`src/rtl/ram_share_arbiter_if.sv`:
```
// ram_share_arbiter_if: requester and RAM-side bus bundle for ram_share_arbiter
// Ports (slave = arbiter side):
//   REQ_OE_n/REQ_WE_n/REQ_ADDR/REQ_DIN in, REQ_GNT/REQ_DOUT out  - packed per-requester bus
//   RAM_ADDR/RAM_DIN/RAM_WE_n/RAM_OE_n/RAM_RFSH_n out, RAM_DOUT in - shared RAM port
//   RFSH_n in (MSX refresh), ARB_ERR out (sticky watchdog error)
interface ram_share_arbiter_if #(
  parameter int REQ_COUNT      = 3,
  parameter int ADDR_BIT_WIDTH = 23
);
  logic [REQ_COUNT-1:0]                REQ_OE_n, REQ_WE_n, REQ_GNT;
  logic [REQ_COUNT*ADDR_BIT_WIDTH-1:0] REQ_ADDR;
  logic [REQ_COUNT*8-1:0]              REQ_DIN;
  logic [7:0]                          REQ_DOUT, RAM_DIN, RAM_DOUT;
  logic [ADDR_BIT_WIDTH-1:0]           RAM_ADDR;
  logic                                RFSH_n, RAM_WE_n, RAM_OE_n, RAM_RFSH_n, ARB_ERR;
  modport slave (
    input  REQ_OE_n, REQ_WE_n, REQ_ADDR, REQ_DIN, RFSH_n, RAM_DOUT,
    output REQ_GNT, REQ_DOUT, RAM_ADDR, RAM_DIN, RAM_WE_n, RAM_OE_n, RAM_RFSH_n, ARB_ERR
  );
  modport master (
    output REQ_OE_n, REQ_WE_n, REQ_ADDR, REQ_DIN, RFSH_n, RAM_DOUT,
    input  REQ_GNT, REQ_DOUT, RAM_ADDR, RAM_DIN, RAM_WE_n, RAM_OE_n, RAM_RFSH_n, ARB_ERR
  );
endinterface

```
`src/rtl/ram_share_arbiter.sv`:
```
// ram_share_arbiter: shares one byte-wide RAM port between REQ_COUNT requesters
// Ports: CLK, RESET_n (async active-low), bus (ram_share_arbiter_if.slave).
// Requester 0 has fixed top priority, the rest are served round-robin; grants are
// registered, non-preemptive and separated by one strobe-idle GAP cycle.
// Optional watchdog: define RAM_SHARE_ARB_TIMEOUT_EN to bound a grant to TIMEOUT_CYCLES.
module ram_share_arbiter #(
  parameter int REQ_COUNT      = 3,
  parameter int ADDR_BIT_WIDTH = 23,
  parameter int TIMEOUT_CYCLES = 1024
) (
  input logic               CLK,
  input logic               RESET_n,
  ram_share_arbiter_if.slave bus
);
  localparam int IW = $clog2(REQ_COUNT);
  typedef enum logic [1:0] {IDLE, GRANT, GAP} state_t;
  state_t                    state_q, state_d;
  logic [IW-1:0]             owner_q, owner_d, rr_q, rr_d, win, idx, sel;
  logic [REQ_COUNT-1:0]      gnt_q, gnt_d, req, elig, blk;
  logic [ADDR_BIT_WIDTH-1:0] addr_q, addr_d;
  logic [7:0]                din_q, din_d;
  logic                      we_n_q, we_n_d, oe_n_q, oe_n_d, rfsh_q, rfsh_d;
  logic                      found, drive, tmo;
  // Winner: requester 0 first, then the first eligible index at or after rr_q in 1..N-1.
  always_comb begin
    req   = ~(bus.REQ_OE_n & bus.REQ_WE_n);
    elig  = req & ~blk;
    found = elig[0];
    win   = '0;
    idx   = '0;
    for (int k = 0; k < REQ_COUNT - 1; k++) begin
      idx = IW'((int'(rr_q) - 1 + k) % (REQ_COUNT - 1) + 1);
      if (!found && elig[idx]) begin
        win   = idx;
        found = 1'b1;
      end
    end
  end
  always_comb begin
    state_d = state_q;
    owner_d = owner_q;
    rr_d    = rr_q;
    gnt_d   = gnt_q;
    drive   = 1'b0;
    sel     = state_q == IDLE ? win : owner_q;
    rfsh_d  = bus.RFSH_n;
    case (state_q)
      IDLE: if (found) begin
        state_d = GRANT;
        owner_d = win;
        gnt_d   = REQ_COUNT'(1) << win;
        drive   = 1'b1;
      end
      GRANT: if (!req[owner_q] || tmo) begin
        state_d = GAP;
        gnt_d   = '0;
        if (owner_q != '0) rr_d = int'(owner_q) == REQ_COUNT - 1 ? IW'(1) : owner_q + 1'b1;
      end else drive = 1'b1;
      default: state_d = IDLE;
    endcase
    addr_d = drive ? bus.REQ_ADDR[sel*ADDR_BIT_WIDTH +: ADDR_BIT_WIDTH] : '0;
    din_d  = drive ? bus.REQ_DIN[sel*8 +: 8] : '0;
    we_n_d = drive ? bus.REQ_WE_n[sel] : 1'b1;
    // Both strobes low is a write, so the read strobe is suppressed.
    oe_n_d = drive ? bus.REQ_OE_n[sel] | ~bus.REQ_WE_n[sel] : 1'b1;
  end
  always_ff @(posedge CLK or negedge RESET_n) begin
    if (!RESET_n) begin
      state_q <= IDLE;
      owner_q <= '0;
      rr_q    <= IW'(1);
      gnt_q   <= '0;
      addr_q  <= '0;
      din_q   <= '0;
      we_n_q  <= 1'b1;
      oe_n_q  <= 1'b1;
      rfsh_q  <= 1'b1;
    end else begin
      state_q <= state_d;
      owner_q <= owner_d;
      rr_q    <= rr_d;
      gnt_q   <= gnt_d;
      addr_q  <= addr_d;
      din_q   <= din_d;
      we_n_q  <= we_n_d;
      oe_n_q  <= oe_n_d;
      rfsh_q  <= rfsh_d;
    end
  end
`ifdef RAM_SHARE_ARB_TIMEOUT_EN
  localparam int CW = $clog2(TIMEOUT_CYCLES + 1);
  logic [CW-1:0]        cnt_q, cnt_d;
  logic                 err_q, err_d;
  logic [REQ_COUNT-1:0] blk_q, blk_d;
  // cnt_q holds the number of completed GRANT cycles; the TIMEOUT_CYCLES-th one forces GAP.
  assign tmo = state_q == GRANT && req[owner_q] && cnt_q == CW'(TIMEOUT_CYCLES - 1);
  always_comb begin
    cnt_d = state_q == GRANT ? cnt_q + 1'b1 : '0;
    err_d = err_q | tmo;
    // A timed-out owner stays ineligible until it drops both strobes.
    blk_d = (blk_q & req) | (tmo ? gnt_q : '0);
  end
  always_ff @(posedge CLK or negedge RESET_n) begin
    if (!RESET_n) begin
      cnt_q <= '0;
      err_q <= 1'b0;
      blk_q <= '0;
    end else begin
      cnt_q <= cnt_d;
      err_q <= err_d;
      blk_q <= blk_d;
    end
  end
  assign blk         = blk_q;
  assign bus.ARB_ERR = err_q;
`else
  assign tmo         = 1'b0;
  assign blk         = '0;
  // Constant 0; written against the parameter so it stays referenced in this build.
  assign bus.ARB_ERR = TIMEOUT_CYCLES < 0;
`endif
  assign bus.REQ_GNT    = gnt_q;
  assign bus.REQ_DOUT   = |gnt_q ? bus.RAM_DOUT : 8'h00;
  assign bus.RAM_ADDR   = addr_q;
  assign bus.RAM_DIN    = din_q;
  assign bus.RAM_WE_n   = we_n_q;
  assign bus.RAM_OE_n   = oe_n_q;
  assign bus.RAM_RFSH_n = rfsh_q;
endmodule

```
`src/flat_wrapper.sv`:
```
// flat-port wrapper written by rule: the top's interface ports become plain ports
module ram_share_arbiter_flat 
#(
  parameter int REQ_COUNT      = 3,
  parameter int ADDR_BIT_WIDTH = 23,
  parameter int TIMEOUT_CYCLES = 1024
)
  (CLK, RESET_n, bus_REQ_OE_n, bus_REQ_WE_n, bus_REQ_ADDR, bus_REQ_DIN, bus_RFSH_n, bus_RAM_DOUT, bus_REQ_GNT, bus_REQ_DOUT, bus_RAM_ADDR, bus_RAM_DIN, bus_RAM_WE_n, bus_RAM_OE_n, bus_RAM_RFSH_n, bus_ARB_ERR);
  ram_share_arbiter_if #(.REQ_COUNT(REQ_COUNT), .ADDR_BIT_WIDTH(ADDR_BIT_WIDTH)) bus_i ();
  input logic CLK;
  input logic RESET_n;
  input wire logic [$bits(bus_i.REQ_OE_n)-1:0] bus_REQ_OE_n;
  input wire logic [$bits(bus_i.REQ_WE_n)-1:0] bus_REQ_WE_n;
  input wire logic [$bits(bus_i.REQ_ADDR)-1:0] bus_REQ_ADDR;
  input wire logic [$bits(bus_i.REQ_DIN)-1:0] bus_REQ_DIN;
  input wire logic [$bits(bus_i.RFSH_n)-1:0] bus_RFSH_n;
  input wire logic [$bits(bus_i.RAM_DOUT)-1:0] bus_RAM_DOUT;
  output wire logic [$bits(bus_i.REQ_GNT)-1:0] bus_REQ_GNT;
  output wire logic [$bits(bus_i.REQ_DOUT)-1:0] bus_REQ_DOUT;
  output wire logic [$bits(bus_i.RAM_ADDR)-1:0] bus_RAM_ADDR;
  output wire logic [$bits(bus_i.RAM_DIN)-1:0] bus_RAM_DIN;
  output wire logic [$bits(bus_i.RAM_WE_n)-1:0] bus_RAM_WE_n;
  output wire logic [$bits(bus_i.RAM_OE_n)-1:0] bus_RAM_OE_n;
  output wire logic [$bits(bus_i.RAM_RFSH_n)-1:0] bus_RAM_RFSH_n;
  output wire logic [$bits(bus_i.ARB_ERR)-1:0] bus_ARB_ERR;
  assign bus_i.REQ_OE_n = bus_REQ_OE_n;
  assign bus_i.REQ_WE_n = bus_REQ_WE_n;
  assign bus_i.REQ_ADDR = bus_REQ_ADDR;
  assign bus_i.REQ_DIN = bus_REQ_DIN;
  assign bus_i.RFSH_n = bus_RFSH_n;
  assign bus_i.RAM_DOUT = bus_RAM_DOUT;
  assign bus_REQ_GNT = bus_i.REQ_GNT;
  assign bus_REQ_DOUT = bus_i.REQ_DOUT;
  assign bus_RAM_ADDR = bus_i.RAM_ADDR;
  assign bus_RAM_DIN = bus_i.RAM_DIN;
  assign bus_RAM_WE_n = bus_i.RAM_WE_n;
  assign bus_RAM_OE_n = bus_i.RAM_OE_n;
  assign bus_RAM_RFSH_n = bus_i.RAM_RFSH_n;
  assign bus_ARB_ERR = bus_i.ARB_ERR;
  ram_share_arbiter #(.REQ_COUNT(REQ_COUNT), .ADDR_BIT_WIDTH(ADDR_BIT_WIDTH), .TIMEOUT_CYCLES(TIMEOUT_CYCLES)) u_core (.CLK(CLK), .RESET_n(RESET_n), .bus(bus_i));
endmodule
```
`config.mk`:
```
export PLATFORM = sky130hd
export DESIGN_NAME = ram_share_arbiter_flat
export DESIGN_NICKNAME = d
export VERILOG_FILES = /design/src/rtl/ram_share_arbiter_if.sv /design/src/rtl/ram_share_arbiter.sv /design/src/flat_wrapper.sv
export SDC_FILE = /design/constraint.sdc
export NUM_CORES = 1
export LEC_CHECK = 0
export ABC_AREA = 0
export CAP_MARGIN = 20
export CORE_MARGIN = 3
export CORE_UTILIZATION = 37
export CTS_CLUSTER_DIAMETER = 80
export DETAILED_ROUTE_END_ITERATION = 10
export GPL_TIMING_DRIVEN = 0
export PLACE_DENSITY_LB_ADDON = 0.1
export REMOVE_ABC_BUFFERS = 1
export SLEW_MARGIN = 0
export SYNTH_ARGS = -nofsm -noshare
export SYNTH_HDL_FRONTEND = slang
export SYNTH_SLANG_ARGS = --single-unit
```
`constraint.sdc`:
```
create_clock -name CLK -period 6 [get_ports CLK]
set_clock_uncertainty 0.15 [all_clocks]
set_input_delay 1.2 -clock CLK [delete_from_list [all_inputs] [get_ports CLK]]
set_output_delay 1.2 -clock CLK [all_outputs]
set_load 0.05 [all_outputs]
```
# Word level (Yosys, flattened, before mapping)
# Index checks and enable logic that the tools add are counted.
[word_totals]
reg_bits = 43
in_bits = 110
output_inout_bits = 46
wordCells = 75
[classes]
add_sub_neg = 5
multipliers = 1
n_lt_le_gt_ge = 4
n_eq_ne = 4
shifts = 3
n_mux = 30
bitwise = 7
n_reduce_logical = 12
[op_table]
columns = ["op", "n"]
rows = [
  ["variable part select 69 x 8 -> 23 bit", 1],
  ["adder 32 x 2 -> 32 bit, second input constant", 1],
  ["variable part select 24 x 6 -> 8 bit", 1],
  ["2-to-1 mux 23 bit", 1],
  ["2-to-1 mux 8 bit", 2],
  ["less-than comparator 2 x 3 -> 1 bit, second input constant", 4],
  ["2-to-1 mux 2 bit", 6],
  ["2-to-1 mux 1 bit", 11],
  ["binary-select mux 1 bit (select 2 bit)", 5],
  ["multiplier 2 x 5 -> 7 bit, second input constant", 1],
  ["2-to-1 mux 3 bit", 2],
  ["one-hot mux 3 bit (2 select lines)", 1],
  ["AND reduction 3 bit", 2],
  ["adder 2 bit, second input constant", 2],
  ["one-hot mux 2 bit (2 select lines)", 1],
  ["AND reduction 2 bit", 2],
  ["nonzero test 2 bit", 2],
  ["AND 3 bit", 1],
  ["NOT 3 bit", 1],
  ["OR reduction 3 bit", 1],
  ["<< shifter 1 x 2 -> 3 bit, first input constant", 1],
  ["subtractor 2 x 1 -> 3 bit, second input constant", 1],
  ["adder 2 x 1 -> 2 bit, second input constant", 1],
  ["AND 1 bit", 2],
  ["other kinds (10)", 13],
]

# Depth between registers and ports, before layout
# Gate-level depths: netlist (run 1).
[depth]
word_depth = 16
ltp_mapped = 7
mapped_depth_nobuf = 6

# Worst setup path before layout (run 1)
# OpenSTA, ideal clock, no wires.
[synth_timing]
kind = "in2out"
start = "in bus_RAM_DOUT[0]"
end = "out bus_REQ_DOUT[0]"
t_arrival_ps = 1907
t_required_ps = 4650
slack_ps = 2743
cell_stages = 1
path_buffers = 0
path_cell_list = "nor2b_1"
[synth_via]
elab_chain_len = 1
[synth_rtl]
columns = ["item", "line", "source"]
rows = [
  ["start, declared", "flat_wrapper.sv:17", "input wire logic [$bits(bus_i.RAM_DOUT)-1:0] bus_RAM_DOUT;"],
  ["2-to-1 mux 8 bit", "ram_share_arbiter.sv:123", "assign bus.REQ_DOUT = |gnt_q ? bus.RAM_DOUT : 8'h00;"],
  ["end, declared", "flat_wrapper.sv:19", "output wire logic [$bits(bus_i.REQ_DOUT)-1:0] bus_REQ_DOUT;"],
]
# Every way passes these cells.

# Worst setup path in the final report (run 1)
[layout_timing]
start = "in bus_REQ_OE_n[0]"
end = "reg u_core.oe_n_q, in the netlist u_core.bus.RAM_OE_n"
[layout_via]
elab_chain_len = 15
word_cells_on_any_way = 27
classes_between = "19 x mux; 4 x bitwise; 4 x reduce/logical"
[layout_rtl]
columns = ["item", "line", "source"]
rows = [
  ["start, declared", "flat_wrapper.sv:12", "input wire logic [$bits(bus_i.REQ_OE_n)-1:0] bus_REQ_OE_n;"],
  ["AND 3 bit", "ram_share_arbiter.sv:26", "req = ~(bus.REQ_OE_n & bus.REQ_WE_n);"],
  ["NOT 3 bit", "ram_share_arbiter.sv:26", ""],
  ["binary-select mux 1 bit (select 2 bit)", "ram_share_arbiter.sv:33", "if (!found && elig[idx]) begin"],
  ["2-to-1 mux 1 bit (implied by the code)", "ram_share_arbiter.sv:33", ""],
  ["logical AND 1 bit", "ram_share_arbiter.sv:33", ""],
  ["2-to-1 mux 1 bit", "ram_share_arbiter.sv:33", ""],
  ["logical NOT 1 bit", "ram_share_arbiter.sv:33", ""],
  ["logical AND 1 bit", "ram_share_arbiter.sv:33", ""],
  ["2-to-1 mux 2 bit", "ram_share_arbiter.sv:33", ""],
  ["2-to-1 mux 2 bit", "ram_share_arbiter.sv:45", "sel = state_q == IDLE ? win : owner_q;"],
  ["binary-select mux 1 bit (select 2 bit)", "ram_share_arbiter.sv:65", "oe_n_d = drive ? bus.REQ_OE_n[sel] | ~bus.REQ_WE_n[sel] : 1'b1;"],
  ["2-to-1 mux 1 bit (implied by the code)", "ram_share_arbiter.sv:65", ""],
  ["NOT 1 bit", "ram_share_arbiter.sv:65", ""],
  ["OR 1 bit", "ram_share_arbiter.sv:65", ""],
  ["2-to-1 mux 1 bit *", "ram_share_arbiter.sv:65", ""],
  ["via u_core.oe_n_d", "ram_share_arbiter.sv:22", "logic we_n_q, we_n_d, oe_n_q, oe_n_d, rfsh_q, rfsh_d;"],
  ["end signal, assigned", "ram_share_arbiter.sv:86", "oe_n_q <= oe_n_d;"],
  ["end, declared", "ram_share_arbiter.sv:22", ""],
]
# Mark *: on every way through the listed nets, which the timed path passes. The rest lies on a longest branch. The select of a mux whose other input is x is not followed.
# A chain may end at the register's enable or synchronous reset.

==> results of run 1 <==
-- critical path: stages --
cell	delay (ns)
sky130_fd_sc_hd__clkdlybuf4s50_1	0.53
sky130_fd_sc_hd__nand2_1	0.17
sky130_fd_sc_hd__o41a_2	0.83
sky130_fd_sc_hd__nor3_4	0.75
sky130_fd_sc_hd__buf_8	0.25
sky130_fd_sc_hd__o2bb2ai_1	0.15
sky130_fd_sc_hd__o2111ai_1	0.13
-- per-layer routing --
| layer | track usage | vias up | share of wire | wire length [µm] |
|---|---|---|---|---|
| li1 | - | 1162 | - | - |
| met1 | 0.234 | 1090 | 0.38 | 2710 |
| met2 | 0.345 | 129 | 0.49 | 3510 |
| met3 | 0.0900 | 8 | 0.12 | 899 |
| met4 | 0.0515 | 0 | 0.012 | 89 |
| met5 | 0 | - | 0 | 0 |
-- power groups by stage --
| stage | Clock [W] | Combinational [W] | Sequential (W) |
|---|---|---|---|
| 6_report | 0.000236 | 0.00138 | 0.000477 |
| 5_1_grt | 0.000257 | 0.00146 | 0.000491 |
| 4_1_cts | 0.000242 | 0.00139 | 0.000477 |
| 3_5_place_dp | 0 | 0.00139 | 0.000484 |
| 3_3_place_gp | 0 | 0.00132 | 0.000480 |
| 2_1_floorplan | 0 | 0.000494 | 0.000849 |
-- final timing paths --
path                                                    to  slack, ns
setup reg to reg             u_core.bus.RAM_OE_n$_DFF_PN1_       3.03
max in group asynchronous       u_core.rr_q[0]$_DFFE_PN1P_       4.39
hold reg to reg                 u_core.rr_q[0]$_DFFE_PN1P_       0.34
min in group asynchronous  u_core.bus.RAM_DIN[5]$_DFF_PN0_       0.73
hold / removal                  u_core.rr_q[0]$_DFFE_PN1P_       0.34
setup / recovery             u_core.bus.RAM_OE_n$_DFF_PN1_       2.05
-- per-stage QoR --
| step | cell area [µm²] | setup WS (ns) | instances | total power, W | utilization |
|---|---|---|---|---|---|
| 2_1_floorplan | 2060 | 2.10 | 230 | 0.00134 | - |
| 3_3_place_gp | 3690 | 0.158 | 456 | 0.00180 | 0.662 |
| 3_5_place_dp | 3790 | 1.76 | 460 | 0.00187 | 0.679 |
| 4_1_cts | 3910 | 2.04 | 468 | 0.00211 | 0.701 |
| 5_1_grt | 3910 | 1.92 | 468 | 0.00221 | 0.701 |
| 6_report | 3910 | 2.05 | 468 | 0.00209 | 0.701 |
-- sequential cells by signal (all words and copies together) (netlist names), 2 cells and up --
signal / flops
u_core.bus.RAM_ADDR: 23
u_core.owner_q: 2
u_core.bus.RAM_DIN: 8
u_core.state_q: 2
u_core.bus.REQ_GNT: 3
u_core.rr_q: 2
-- final cells by class --
type                       instances  area [µm²]  share of cell area
clock buffer                       6        82.6              0.0211
clock inverter                     2        35.0             0.00897
inverter                           3        11.3             0.00288
multi-input combinational        184         983               0.252
sequential                        43        1080               0.277
tap                               72        90.1              0.0231
timing repair buffer             158        1620               0.415
-- cell usage in the layout, fill, tap and decap left out, types with 3 or more instances in the layout --
master	n
sky130_fd_sc_hd__nand3_1	32
sky130_fd_sc_hd__nand2_1	70
sky130_fd_sc_hd__clkbuf_8	6
sky130_fd_sc_hd__nor2b_1	8
sky130_fd_sc_hd__clkdlybuf4s50_1	153
sky130_fd_sc_hd__a31oi_1	31
sky130_fd_sc_hd__dfstp_2	4
sky130_fd_sc_hd__a21o_1	3
sky130_fd_sc_hd__inv_1	3
sky130_fd_sc_hd__and2_1	4
sky130_fd_sc_hd__o21ai_0	4
sky130_fd_sc_hd__dfrtp_1	39
sky130_fd_sc_hd__a21oi_1	4
-- cell families (layout without fill, tap and decap cells) --
kind of cell / count (synthesis) / in the layout / share of synthesized area
AOI/OAI and AO/OA: 57 / 57 / 0.179
buffers and inverters: 21 / 169 / 0.0521
DFF: 43 / 43 / 0.500
other: 1 / 1 / 0.00173
and+or+nand+nor: 126 / 126 / 0.267
==> flow_metrics.py, run 1 <==
metrics = {
    "run_status": {
        "run_status": "finished clean",
    },
    "setup_path": {
        "end_kind": "flip-flop",
        "worst_ep_arrival_time_ns": 4.01,
        "timing.setup.critical_path_class": "primary input to flip-flop",
        "critPathLaunch": "bus_REQ_OE_n[0]",
        "reg2regPathDepth": 6,
        "worstPathRequired_ns": 6.06,
        "critPathMaxFanout": 35,
        "setup.worst_path.start_class": "primary input",
        "worst_r2r_startpoint": "u_core.rr_q[0]$_DFFE_PN1P_",
    },
    "die": {
        "initial_cell_density_of_the_core": 0.388,
        "die-height_um": 82.4,
        "design.portCount": 156,
        "design.die.area_um2": 6800,
        "die_w_um": 82.4,
        "placement_rows": 27,
        "floorplan.core_area_um2": 5570,
    },
    "clock_network": {
        "root_buffer": "sky130_fd_sc_hd__clkbuf_8",
        "clk_pin_slew_ns": 0.09,
        "post-cts-setup-buffer-count": 0,
        "htree_num_levels": 2,
        "cts-root-to-sink-buffers": 2,
        "tritoncts.num_buffers": 5,
        "ctsResizeCount": 0,
        "worst_skew_pair_latency_ns": 0.29,
        "cts_tree": "yes",
        "clkSinkCount": 43,
        "cts_hold_repair.buffers": 0,
    },
    "power_and_ir_drop": {
        "power.switching_w": 0.00104,
        "power_frac_seq": 0.228,
        "cell_internal_pwr_w": 0.00105,
        "netSwitchingFraction": 0.496,
        "power.leakage_nw": 1.58,
        "clkPwrFrac": 0.113,
        "vdd_ir_drop_max_mv": 0.328,
        "comb_power_share": 0.659,
        "power_per_cell_area_nw_per_um2": 535,
    },
    "logic_synthesis": {
        "synthesis.area_per_instance_um2": 8.72,
        "synth.cells.most_frequent": "70 x sky130_fd_sc_hd__nand2_1, 39 x sky130_fd_sc_hd__dfrtp_1, 32 x sky130_fd_sc_hd__nand3_1, 31 x sky130_fd_sc_hd__a31oi_1, 13 x sky130_fd_sc_hd__clkbuf_1",
        "synthDominantCellAreaShare": 0.451,
        "ys.warnings.count": 0,
        "cell_variety_after_synth": 35,
        "synth_area_leaders": "sky130_fd_sc_hd__dfrtp_1 45%, sky130_fd_sc_hd__nand2_1 12%, sky130_fd_sc_hd__a31oi_1 9.0%",
        "synth_largest_area_cell": "sky130_fd_sc_hd__dfrtp_1",
        "most_instantiated_library_cell_after_synthesis": "sky130_fd_sc_hd__nand2_1",
        "synthFlopType": "sky130_fd_sc_hd__dfrtp_1",
        "synth_seq_cells": 43,
        "synthCells": 248,
        "synth_enable_flop_cells": 0,
        "synth-seq-area-share": 0.500,
        "post_synth_instance_area_um2": 2160,
        "ys_async_sr_fraction": 1.00,
    },
    "detailed_routing": {
        "wl_per_cell_um": 15.4,
        "num_vias": 2389,
        "detail_route.vias_per_cell": 5.10,
        "remaining_drc_errors": 0,
        "totalWireLength_um": 7210,
        "final_antenna_net_count": 0,
        "initialDrtViolationCount": 109,
        "first_pass_iters": 4,
    },
    "job": {
        "cap_viol_max_count": 0,
    },
    "global_routing": {
        "grt_pass1_vias": 2257,
        "antenna_found_initial": 0,
        "grt_pass1_wl_um": 10600,
        "globalRouteOverflowTotal": 0,
        "grt_start_max_net_pins": 36,
        "groute.usage.overall": 0.204,
    },
    "finish": {
        "diodes": 0,
        "area_delta_synth_final_pct": 80.6,
        "fillCellCount": 450,
        "final_nets": 505,
        "drive_above_1_share": 0.0556,
    },
    "worst_hold_path": {
        "worst_hold_path.num_cells": 2,
        "min-delay-start": "u_core.rr_q[0]$_DFFE_PN1P_",
        "hold_path.class": "flip-flop to flip-flop",
    },
    "timing": {
        "fmaxAchievable_ghz": 0.253,
        "post-route-period-util": 0.659,
        "fin_crit_ns": 3.95,
        "maxSlewHeadroom": 0.409,
        "rsz0062_at_grt": "false",
        "max_slew.worst_pin.slew_ns": 0.884,
        "hold_viol_final": 0,
        "final-max-slew-violation-count": 0,
        "timing.final.setup_violations": 0,
        "setup_total_negative_slack_ns": 0,
        "worst_hold_slack_ns": 0.338,
    },
    "placement": {
        "io_buffers": 154,
        "place_congestion": 0.853,
        "dp.final_hpwl_um": 5450,
    },
}
Power figures use the tool's default switching activity.
==> run 2: changes to the inputs <==
--- a/config.mk
+++ b/config.mk
@@ -8,7 +8,7 @@
 export ABC_AREA = 0
 export CAP_MARGIN = 20
 export CORE_MARGIN = 3
-export CORE_UTILIZATION = 37
+export CORE_UTILIZATION = 35
 export CTS_CLUSTER_DIAMETER = 80
 export DETAILED_ROUTE_END_ITERATION = 10
 export GPL_TIMING_DRIVEN = 0
==> constraint.sdc (replaced) <==
create_clock -name CLK -period 4 [get_ports CLK]
set_clock_uncertainty 0.15 [all_clocks]
set_input_delay 0.8 -clock CLK [delete_from_list [all_inputs] [get_ports CLK]]
set_output_delay 0.8 -clock CLK [all_outputs]
set_load 0.05 [all_outputs]
==> run 2 against run 1 <==
Critical path depth did not move. Routed wire length rose by 4.1%. First-iteration DRC count rose by 54%. Via count rose by 2.5%. Global-route usage barely moved. Sequential cell count did not move. Total power rose by 47%. Clock power rose by 16%. Sequential power rose by 51%. Cell count rose by 0.21%. Core utilization fell by 2.6 points. Non-clock buffer count rose by 1. Highest routed layer unchanged.
==> flow_metrics.py, run 2 (same netlist as run 1, synthesis figures left out) <==
metrics = {
    "clock_network": {
        "cts_tree": "yes",
        "post-cts-setup-buffer-count": 0,
        "clkSinkCount": 43,
        "worst_skew_pair_latency_ns": 0.29,
        "tritoncts.num_buffers": 5,
        "root_buffer": "sky130_fd_sc_hd__clkbuf_8",
        "ctsResizeCount": 0,
        "cts_hold_repair.buffers": 0,
        "cts-root-to-sink-buffers": 2,
        "htree_num_levels": 2,
        "clk_pin_slew_ns": 0.09,
    },
    "finish": {
        "most_common_cell_after_layout_fill_and_taps_aside": "sky130_fd_sc_hd__clkdlybuf4s50_1",
        "post_layout_nonfiller_instances": 469,
        "diodes": 0,
        "stdcell_area_um2": 3870,
        "largest_reg_flops": 23,
        "final_nets": 506,
        "drive_above_1_share": 0.0554,
        "area_delta_synth_final_pct": 79.1,
        "commonest_non_fill_non_tap_cells_in_the_layout": "153 x sky130_fd_sc_hd__clkdlybuf4s50_1, 70 x sky130_fd_sc_hd__nand2_1, 39 x sky130_fd_sc_hd__dfrtp_1, 32 x sky130_fd_sc_hd__nand3_1, 31 x sky130_fd_sc_hd__a31oi_1",
    },
    "setup_path": {
        "timing.setup.critical_path_class": "primary input to flip-flop",
        "critical-path-max-stage-delay_ns": 0.83,
        "end_kind": "flip-flop",
        "critPathMostFrequentCell": "sky130_fd_sc_hd__nand2_1",
        "crit_chain": "clkdlybuf4s50_1 > nand2_1 > o41a_2 > nor3_4 > buf_8 > nand2_1 > a31oi_1",
        "cp_num_buf_inv": 2,
        "critPathMaxFanout": 35,
        "worst_ep_arrival_time_ns": 3.53,
        "cp_slowest_cell": "sky130_fd_sc_hd__o41a_2",
        "reg2reg_slack_ns": 1.09,
        "worstPathRequired_ns": 4.05,
        "cpLargestDelayFamily": "compound AO/OA/AOI/OAI gates",
        "setup.worst_path.start_class": "primary input",
    },
    "run_status": {
        "run_status": "finished clean",
    },
    "power_and_ir_drop": {
        "power_per_cell_area_nw_per_um2": 792,
        "fin_total_pwr_w": 0.00307,
        "vdd_ir_drop_max_mv": 0.496,
        "power.leakage_nw": 1.56,
    },
    "global_routing": {
        "grt_pass1_wl_um": 11800,
        "groute.usage.overall": 0.204,
        "grt_pass1_vias": 2393,
        "grt_start_max_net_pins": 36,
        "antenna_found_initial": 0,
        "globalRouteOverflowTotal": 0,
    },
    "placement": {
        "dp.final_hpwl_um": 5640,
        "io_buffers": 154,
        "place_congestion": 0.834,
        "numPlacedInstances": 461,
        "place_area_um2": 3790,
    },
    "timing": {
        "max_slew.worst_pin.slew_ns": 0.771,
        "setup_total_negative_slack_ns": 0,
        "maxSlewHeadroom": 0.483,
        "hold_viol_final": 0,
        "timing.final.setup_violations": 0,
        "post-route-period-util": 0.868,
        "final-max-slew-violation-count": 0,
        "fin_crit_ns": 3.47,
        "rsz0062_at_grt": "false",
        "fmaxAchievable_ghz": 0.288,
    },
    "detailed_routing": {
        "num_vias": 2448,
        "totalWireLength_um": 7500,
        "first_pass_iters": 7,
        "final_antenna_net_count": 0,
        "detail_route.vias_per_cell": 5.22,
        "remaining_drc_errors": 0,
        "initialDrtViolationCount": 168,
        "wl_per_cell_um": 16.0,
    },
    "die": {
        "floorplan.core_area_um2": 5740,
        "initial_cell_density_of_the_core": 0.376,
        "design.die.area_um2": 7160,
        "design.portCount": 156,
        "die-height_um": 84.6,
        "die_w_um": 84.6,
        "placement_rows": 27,
    },
    "worst_hold_path": {
        "hold_path.class": "primary input to async pin",
    },
    "job": {
        "cap_viol_max_count": 0,
    },
}
-- run 2: path summary, 6_finish.rpt --
path,start,end,depth (start not counted)
min,RESET_n,u_core.bus.RAM_ADDR[4]$_DFF_PN0_,1
min in group CLK,u_core.rr_q[0]$_DFFE_PN1P_,u_core.rr_q[0]$_DFFE_PN1P_,2
max reg2reg,u_core.rr_q[0]$_DFFE_PN1P_,u_core.bus.RAM_ADDR[17]$_DFF_PN0_,6
min reg2reg,u_core.rr_q[0]$_DFFE_PN1P_,u_core.rr_q[0]$_DFFE_PN1P_,2
max in group asynchronous,RESET_n,u_core.bus.RAM_WE_n$_DFF_PN1_,2
max,bus_REQ_OE_n[0],u_core.bus.RAM_ADDR[17]$_DFF_PN0_,7
-- run 2: metrics by stage --
| step | setup slack (ns) | hold WS, ns | utilization |
|---|---|---|---|
| final | 0.527 | 0.217 | 0.674 |
| after global routing | 0.372 | 0.226 | 0.674 |
| after CTS | 0.557 | 0.218 | 0.674 |
| after global placement | -1.38 | 0.314 | 0.643 |
| after detailed placement | 0.246 | 0.318 | 0.659 |
| after floorplan | 0.497 | 0.299 | - |
-- run 2: routing by layer --
metal | GRT usage | share of wire | vias to the layer above
li1 | - | - | 1171
met1 | 0.227 | 0.37 | 1132
met2 | 0.377 | 0.51 | 136
met3 | 0.0628 | 0.11 | 9
met4 | 0.0475 | 0.010 | 0
met5 | 0 | 0 | -
-- run 2: layout make-up --
class | count | area (µm²)
Sequential cell | 43 | 1080
Timing Repair Buffer | 159 | 1630
Tap cell | 72 | 90.1
Clock buffer | 6 | 72.6
Multi-Input combinational cell | 184 | 976
Clock inverter | 2 | 12.5
Inverter | 3 | 11.3
Fill cell | 482 | 1870
-- run 2: power by group --
group,switching (W),internal [W]
clock,0.000151,0.000122
sequential,0.0000816,0.000636
combinational,0.00133,0.000743
